[config.mk]
export PLATFORM = sky130hd
export DESIGN_NAME = fifo_nto1_flat
export DESIGN_NICKNAME = d
export VERILOG_FILES = /design/src/rtl/fifo_pkg.sv /design/src/rtl/fifo_nto1_if.sv /design/src/rtl/fifo_nto1_mem.sv /design/src/rtl/fifo_nto1.sv /design/src/flat_wrapper.sv
export SDC_FILE = /design/constraint.sdc
export NUM_CORES = 1
export LEC_CHECK = 0
export ABC_CLOCK_PERIOD_IN_PS = 4200
export CORE_MARGIN = 4
export CORE_UTILIZATION = 45
export CTS_BUF_LIST = sky130_fd_sc_hd__clkbuf_8
export DETAILED_ROUTE_END_ITERATION = 10
export GPL_TIMING_DRIVEN = 0
export PLACE_DENSITY = 0.65
export SYNTH_ARGS = -nofsm -noshare
export SYNTH_HDL_FRONTEND = slang
export SYNTH_SLANG_ARGS = --single-unit
[constraint.sdc]
create_clock -name clk -period 4.2 [get_ports clk]
set_input_delay 0.42 -clock clk [delete_from_list [all_inputs] [get_ports clk]]
set_output_delay 0.42 -clock clk [all_outputs]
set_load 0.05 [all_outputs]
[src/rtl/fifo_pkg.sv]
// Shared helpers for the FIFO family. Address widths depend on module
// parameters, so each module derives them from clog2 locally.
package fifo_pkg;

    function automatic int clog2(input int value);
        int r;
        int v;
        r = 0;
        v = value - 1;
        while (v > 0) begin
            r++;
            v = v >> 1;
        end
        return r;
    endfunction

endpackage

[src/rtl/fifo_nto1_if.sv]
// Bus bundle for the N-to-1 width-down FIFO: wide write side, narrow read side.
interface fifo_nto1_if
    import fifo_pkg::*;
#(
    parameter int DSIZE = 8,
    parameter int NSIZE = 4,
    parameter int DEPTH = 4
);
    localparam int WAW = clog2(DEPTH);
    localparam int RAW = clog2(DEPTH * NSIZE);

    // Handshake: a write transfers on an edge where wr_en && !wr_full; a read
    // transfers where rd_en && !rd_empty, and its item appears on rd_data with
    // rd_vld=1 after that edge. Requests against full/empty are dropped.
    logic                     wr_en;
    logic [DSIZE*NSIZE-1:0]   wr_data;
    logic                     wr_full;
    logic                     wr_almost_full;
    logic [WAW:0]             wr_count;
    logic                     rd_en;
    logic [DSIZE-1:0]         rd_data;
    logic                     rd_vld;
    logic                     rd_last;
    logic                     rd_empty;
    logic                     rd_almost_empty;
    logic [RAW:0]             rd_count;

    modport master (
        output wr_en, wr_data, rd_en,
        input  wr_full, wr_almost_full, wr_count,
        input  rd_data, rd_vld, rd_last, rd_empty, rd_almost_empty, rd_count
    );

    modport slave (
        input  wr_en, wr_data, rd_en,
        output wr_full, wr_almost_full, wr_count,
        output rd_data, rd_vld, rd_last, rd_empty, rd_almost_empty, rd_count
    );
endinterface

[src/rtl/fifo_nto1_mem.sv]
// Wide-word storage with one write port and a combinational narrow slice read.
// Slice 0 is the most significant item of the stored word.
module fifo_nto1_mem
    import fifo_pkg::*;
#(
    parameter int DSIZE = 8,
    parameter int NSIZE = 4,
    parameter int DEPTH = 4,
    localparam int WAW   = clog2(DEPTH),
    localparam int SFBIT = clog2(NSIZE),
    localparam int SW    = (SFBIT == 0) ? 1 : SFBIT
) (
    input  logic                   clk,
    input  logic                   we,
    input  logic [WAW-1:0]         wr_addr,
    input  logic [DSIZE*NSIZE-1:0] wr_data,
    input  logic [WAW-1:0]         rd_word,
    input  logic [SW-1:0]          rd_slice,
    output logic [DSIZE-1:0]       rd_item
);
    logic [DSIZE*NSIZE-1:0]       mem [DEPTH];
    logic [NSIZE-1:0][DSIZE-1:0]  word;
    logic [SW-1:0]                sel;

    always_ff @(posedge clk) begin
        if (we) begin
            mem[wr_addr] <= wr_data;
        end
    end

    // Packed element k holds bits [k*DSIZE +: DSIZE], so slice s is element NSIZE-1-s.
    always_comb begin
        word    = mem[rd_word];
        sel     = SW'(NSIZE - 1) - rd_slice;
        rd_item = word[sel];
    end
endmodule

[src/rtl/fifo_nto1.sv]
// Single-clock width-down FIFO: one wide word in, NSIZE narrow items out, MSB first.
// Pointers, occupancy counters, flag decode and the registered read output live here.
module fifo_nto1
    import fifo_pkg::*;
#(
    parameter int               DSIZE     = 8,
    parameter int               NSIZE     = 4,
    parameter int               DEPTH     = 4,
    parameter int               ALMOST    = 2,
    parameter logic [DSIZE-1:0] DEF_VALUE = '0
) (
    input  logic        clk,
    input  logic        rst,
    fifo_nto1_if.slave  bus
);
    localparam int WAW   = clog2(DEPTH);
    localparam int RAW   = clog2(DEPTH * NSIZE);
    localparam int SFBIT = clog2(NSIZE);
    localparam int SW    = (SFBIT == 0) ? 1 : SFBIT;

    logic [WAW-1:0] wr_ptr;
    logic [RAW-1:0] rd_ptr;
    logic [WAW:0]   wcnt, wcnt_nxt;
    logic [RAW:0]   rcnt, rcnt_nxt;
    logic           full, empty;
    logic           wr_acc, rd_acc;
    logic [WAW-1:0] rd_word;
    logic [SW-1:0]  rd_slice;
    logic           slice_last;
    logic [DSIZE-1:0] rd_item;

    assign full   = (wcnt == (WAW+1)'(DEPTH));
    assign empty  = (rcnt == '0);
    assign wr_acc = bus.wr_en && !full;
    assign rd_acc = bus.rd_en && !empty;

    // Upper read-pointer bits pick the word, the low SFBIT bits pick the slice.
    assign rd_word = rd_ptr[RAW-1 -: WAW];
    if (SFBIT == 0) begin : g_single
        assign rd_slice = '0;
    end else begin : g_multi
        assign rd_slice = rd_ptr[SFBIT-1:0];
    end
    assign slice_last = (rd_slice == SW'(NSIZE - 1));

    fifo_nto1_mem #(
        .DSIZE (DSIZE),
        .NSIZE (NSIZE),
        .DEPTH (DEPTH)
    ) u_mem (
        .clk      (clk),
        .we       (wr_acc),
        .wr_addr  (wr_ptr),
        .wr_data  (bus.wr_data),
        .rd_word  (rd_word),
        .rd_slice (rd_slice),
        .rd_item  (rd_item)
    );

    // A wide slot is freed only when its final slice is consumed.
    always_comb begin
        wcnt_nxt = wcnt;
        rcnt_nxt = rcnt;
        if (wr_acc) begin
            wcnt_nxt = wcnt_nxt + (WAW+1)'(1);
            rcnt_nxt = rcnt_nxt + (RAW+1)'(NSIZE);
        end
        if (rd_acc) begin
            rcnt_nxt = rcnt_nxt - (RAW+1)'(1);
            if (slice_last) begin
                wcnt_nxt = wcnt_nxt - (WAW+1)'(1);
            end
        end
    end

    always_ff @(posedge clk) begin
        if (rst) begin
            wr_ptr <= '0;
            rd_ptr <= '0;
            wcnt   <= '0;
            rcnt   <= '0;
        end else begin
            if (wr_acc) wr_ptr <= wr_ptr + WAW'(1);
            if (rd_acc) rd_ptr <= rd_ptr + RAW'(1);
            wcnt <= wcnt_nxt;
            rcnt <= rcnt_nxt;
        end
    end

    always_ff @(posedge clk) begin
        if (rst) begin
            bus.rd_data <= DEF_VALUE;
            bus.rd_vld  <= 1'b0;
            bus.rd_last <= 1'b0;
        end else begin
            bus.rd_vld  <= rd_acc;
            bus.rd_last <= rd_acc && slice_last;
            if (rd_acc) begin
                bus.rd_data <= rd_item;
            end
        end
    end

    assign bus.wr_full         = full;
    assign bus.rd_empty        = empty;
    assign bus.wr_count        = wcnt;
    assign bus.rd_count        = rcnt;
    assign bus.wr_almost_full  = (wcnt >= (WAW+1)'(DEPTH - ALMOST));
    assign bus.rd_almost_empty = (rcnt <= (RAW+1)'(ALMOST));

    a_wcnt_range: assert property (@(posedge clk) disable iff (rst) wcnt <= (WAW+1)'(DEPTH));
    a_rcnt_range: assert property (@(posedge clk) disable iff (rst) rcnt <= (RAW+1)'(DEPTH * NSIZE));
endmodule

[src/flat_wrapper.sv]
// flat-port wrapper written by rule: the top's interface ports become plain ports
module fifo_nto1_flat import fifo_pkg::*;
#(
    parameter int               DSIZE     = 8,
    parameter int               NSIZE     = 4,
    parameter int               DEPTH     = 4,
    parameter int               ALMOST    = 2,
    parameter logic [DSIZE-1:0] DEF_VALUE = '0
)
  (clk, rst, bus_wr_en, bus_wr_data, bus_rd_en, bus_wr_full, bus_wr_almost_full, bus_wr_count, bus_rd_data, bus_rd_vld, bus_rd_last, bus_rd_empty, bus_rd_almost_empty, bus_rd_count);
  fifo_nto1_if #(.DSIZE(DSIZE), .NSIZE(NSIZE), .DEPTH(DEPTH)) bus_i ();
  input  logic clk;
  input  logic rst;
  input wire logic [$bits(bus_i.wr_en)-1:0] bus_wr_en;
  input wire logic [$bits(bus_i.wr_data)-1:0] bus_wr_data;
  input wire logic [$bits(bus_i.rd_en)-1:0] bus_rd_en;
  output wire logic [$bits(bus_i.wr_full)-1:0] bus_wr_full;
  output wire logic [$bits(bus_i.wr_almost_full)-1:0] bus_wr_almost_full;
  output wire logic [$bits(bus_i.wr_count)-1:0] bus_wr_count;
  output wire logic [$bits(bus_i.rd_data)-1:0] bus_rd_data;
  output wire logic [$bits(bus_i.rd_vld)-1:0] bus_rd_vld;
  output wire logic [$bits(bus_i.rd_last)-1:0] bus_rd_last;
  output wire logic [$bits(bus_i.rd_empty)-1:0] bus_rd_empty;
  output wire logic [$bits(bus_i.rd_almost_empty)-1:0] bus_rd_almost_empty;
  output wire logic [$bits(bus_i.rd_count)-1:0] bus_rd_count;
  assign bus_i.wr_en = bus_wr_en;
  assign bus_i.wr_data = bus_wr_data;
  assign bus_i.rd_en = bus_rd_en;
  assign bus_wr_full = bus_i.wr_full;
  assign bus_wr_almost_full = bus_i.wr_almost_full;
  assign bus_wr_count = bus_i.wr_count;
  assign bus_rd_data = bus_i.rd_data;
  assign bus_rd_vld = bus_i.rd_vld;
  assign bus_rd_last = bus_i.rd_last;
  assign bus_rd_empty = bus_i.rd_empty;
  assign bus_rd_almost_empty = bus_i.rd_almost_empty;
  assign bus_rd_count = bus_i.rd_count;
  fifo_nto1 #(.DSIZE(DSIZE), .NSIZE(NSIZE), .DEPTH(DEPTH), .ALMOST(ALMOST), .DEF_VALUE(DEF_VALUE)) u_core (.clk(clk), .rst(rst), .bus(bus_i));
endmodule
==> summary.txt <==
Flow run
  – Reported max-cap violation count: 0

Synthesis
  – Area of the mapped netlist: 0.00611 sq mm
  – Cell taking the most area after synthesis: edfxtp_1
  – Portion of the post-synthesis area used by sequential elements: 0.714
  – Net count of the mapped netlist: 378
  – Dominant cell by count in the synthesized netlist: edfxtp_1
  – Number of synthesized flops with an enable pin: 128
  – Area share of the leading cell type in the synthesized netlist: 0.629
  – Number of instances in the synthesized netlist: 329
  – YS warnings: 0
  – Leading post-synthesis cells by instance count: 128 x edfxtp_1, 31 x mux4_2, 26 x dfxtp_1, 15 x mux2i_1
  – Average footprint of a synthesized cell: 18.6 sq um
  – Total of flip-flops plus latches after synthesis: 154
  – Async S/R FF share, synth: 0
  – Cell types occupying the most area after synthesis: edfxtp_1 63%, mux4_2 11%, dfxtp_1 8.5%, ha_1 2.7%, mux2i_1 2.5%
  – Top flip-flop cell by instance count after synthesis: edfxtp_1
  – Yosys cell types: 39

STA
  – Post-layout min period: 2.60 ns
  – Number of hold-slack violations in the final timing report: 0
  – Highest achievable clock rate: 384 MHz
  – Worst Clk Skew: 0.00692 ns
  – # setup viols final: 0
  – Number of slew-limit violations in the final report: 0
  – Worst-Margin Slew: 0.529 ns
  – Unrepaired setup endpoints after global routing: no
  – Post-route setup TNS: 0 ns
  – Final cycle utilization of the critical path: 0.620
  – Relative slew slack: 0.646

Setup path
  – End of the worst register-to-register path: u_core.bus.wr_count[2]$_SDFF_PP0_
  – Category of the worst setup path capture point: output pin
  – Nature of the critical path startpoint: flop
  – Crit Path Category: reg -> out
  – Critical path data required time: 3.78 ns
  – R2r worst-path depth: 10
  – Timing startpoint of the critical path: u_core.bus.rd_count[2]$_SDFF_PP0_
  – Worst setup slack for register-to-register paths: 1.77 ns
  – Critical path arrival: 2.18 ns
  – Reg2reg start: u_core.bus.wr_count[0]$_SDFF_PP0_
  – Critical path fanouts, max: 7

CTS
  – CTS root buffer: clkbuf_8
  – Maximum clock path buffer count: 2
  – Post-CTS setup buffers: 0
  – Total number of clock tree sinks: 154
  – Clock latency reported for the late side of the worst-skew pair: 0.44 ns
  – Post-CTS Resized: 0
  – Htree depth: 4
  – Number of buffers created by CTS: 17
  – Clock slew seen by the registers of the worst setup and hold paths: 0.08 ns
  – Hold Buf Count CTS: 0
  – CTS tree: built

Global route
  – Global-route layer with the greatest usage: met2
  – Met2 usage in global routing: 0.250
  – Met3 demand-to-capacity share in global routing: 0.0455
  – First-pass GRT wire length: 18,600 um
  – Vias in the first global route: 3,361
  – Gr ovfl total: 0
  – All-Layer GR Usage: 0.158
  – Met1 Usage GRT: 0.206
  – Pin count of the biggest net entering global routing: 33
  – Number of antenna violations at the first check in global routing: 0

Hold path
  – Startpoint of the worst hold path: u_core.rd_ptr[3]$_SDFFE_PP0N_
  – Worst min-delay path class: reg -> reg
  – Hold path cells: 2
  – End point of the worst hold path: u_core.rd_ptr[3]$_SDFFE_PP0N_

Route
  – Post-detailed-route via-to-cell ratio: 5.38
  – Wire length per cell after detailed routing: 19.2 um
  – DRT iter0 DRCs: 203
  – Number of remaining DRC errors: 0
  – Detailed-route wire length: 11,500 um
  – Via count of the routed design: 3,211
  – First drt pass iteration count: 4
  – Remaining antenna violation count: 0

Final layout
  – Multi-input gate area in the final layout: 0.00163 sq mm
  – Sequential cell area: 0.00436 sq mm
  – Number of inserted diodes: 0
  – # nets final: 458
  – Cell area after layout: 0.00747 sq mm
  – Synth-to-layout area growth: 22.3%
  – Layout fillers: 1,079
  – Share of layout cells above drive strength 1: 0.204

Placement
  – Post-DP HPWL: 7510 um
  – Number of buffers inserted by port buffering: 57
  – Routability-driven placement congestion ratio: 0.757
  – Dpl cell area: 0.00698 sq mm

Power
  – LEAKAGE: 0.00258 uW
  – Power per cell area: 539 mW/mm^2
  – VDD IR-drop max: 287 uV

Floorplan
  – Vert. Die Dim: 125 um
  – Count of pins on the block boundary: 58
  – Core area: 0.0132 sq mm
  – Initial Utilization: 0.461
  – Horizontal die dimension: 125 um
  – Area enclosed by the die boundary: 0.0155 sq mm
  – Number of standard-cell rows in the floorplan: 42

Status
  – Run status: finished clean
worst max-delay path, stage by stage (launching register included):
cell             delay (ns)
dfxtp_1                0.36
inv_1                  0.13
ha_1                   0.20
nand3b_2               0.17
inv_1                  0.09
clkdlybuf4s50_1        0.79
kinds of logic (layout without fill, tap and decap cells):
kind of cell             Yosys count  count (layout)  synth area share
AO/OA/AOI/OAI                     26              26            0.0311
XOR/XNOR                           9               9            0.0152
adder cells (fa/ha/maj)           13              13            0.0266
buffers and inverters             25             117            0.0195
flip-flops                       154             154             0.714
multiplexers                      49              49             0.144
AND/OR/NAND/NOR                   53              53            0.0488
registers in the layout (all words and copies together) (netlist names), named ones only:
signal / cells
u_core.u_mem.mem: 128
u_core.bus.rd_data: 8
u_core.bus.rd_count: 5
u_core.rd_ptr: 4
u_core.bus.wr_count: 3
u_core.wr_ptr: 2
u_core.bus.rd_last: 1
u_core.bus.rd_vld: 1
cell type report:
| type | instances | share of cell area |
|---|---|---|
| well taps | 176 | 0.0295 |
| flip-flops and latches | 154 | 0.584 |
| clock buffers | 17 | 0.0313 |
| clock inverters | 14 | 0.0335 |
| inverters | 10 | 0.00503 |
| repair buffers | 61 | 0.0871 |
| multi-input cells | 150 | 0.218 |
| plain buffers | 15 | 0.0109 |
layout by cell type (no fill, tap or decap), types with 2 or more instances in the layout:
master | Yosys | routed
edfxtp_1 | 128 | 128
clkdlybuf4s50_1 | 0 | 57
mux4_2 | 31 | 31
dfxtp_1 | 26 | 26
clkbuf_8 | 0 | 17
mux2i_1 | 15 | 15
nor2_1 | 13 | 13
ha_1 | 13 | 13
inv_1 | 9 | 9
nand3b_1 | 9 | 9
buf_2 | 8 | 8
nand2_1 | 8 | 8
xnor2_1 | 7 | 7
o221ai_1 | 7 | 7
bufinv_16 | 0 | 7
a21oi_1 | 4 | 4
and2_2 | 0 | 4
buf_4 | 4 | 4
buf_12 | 0 | 4
and2_1 | 7 | 3
or3_1 | 3 | 3
clkbuf_1 | 3 | 3
mux2_2 | 3 | 3
a211oi_1 | 3 | 3
nor3b_1 | 3 | 3
clkinv_2 | 0 | 3
a21boi_0 | 2 | 2
o211ai_1 | 2 | 2
nand3_1 | 2 | 2
and3_1 | 2 | 2
o21ai_0 | 2 | 2
nand4_1 | 2 | 2
clkinv_1 | 0 | 2
through the flow:
step                      power (uW)  hold slack (ns)  worst slack, ns  utilization  instances
after floorplan                 2420            0.459             1.39            -        329
after global placement          2700            0.486            0.660        0.521        562
after detailed placement        2730            0.501             1.56        0.527        566
after CTS                       4070            0.512             1.56        0.564        597
after global routing            4210            0.565             1.44        0.564        597
final                           4030            0.511             1.60        0.564        597
worst max path at each step:
| stage | end | cells after the start |
|---|---|---|
| floorplan | u_core.u_mem.mem[0][0]$_DFFE_PP_ | 5 |
| global placement | u_core.u_mem.mem[1][3]$_DFFE_PP_ | 4 |
| detailed placement | u_core.bus.wr_count[2]$_SDFF_PP0_ | 9 |
| CTS | bus_rd_empty | 5 |
| global route | u_core.bus.wr_count[2]$_SDFF_PP0_ | 10 |
| finish | bus_rd_empty | 5 |
layer usage:
layer  up-vias  wire (um)  share of wire
li1       1470          -              -
met1      1625       5050           0.44
met2       102       5590           0.49
met3        14        643          0.056
met4         0        197          0.017
met5         -          0              0
power by group:
group          switching, uW  leakage, uW  internal (uW)
combinational            517     0.000942            321
sequential              72.1      0.00139           1780
clock                    524     0.000245            819
Power figures use the tool's default switching activity.
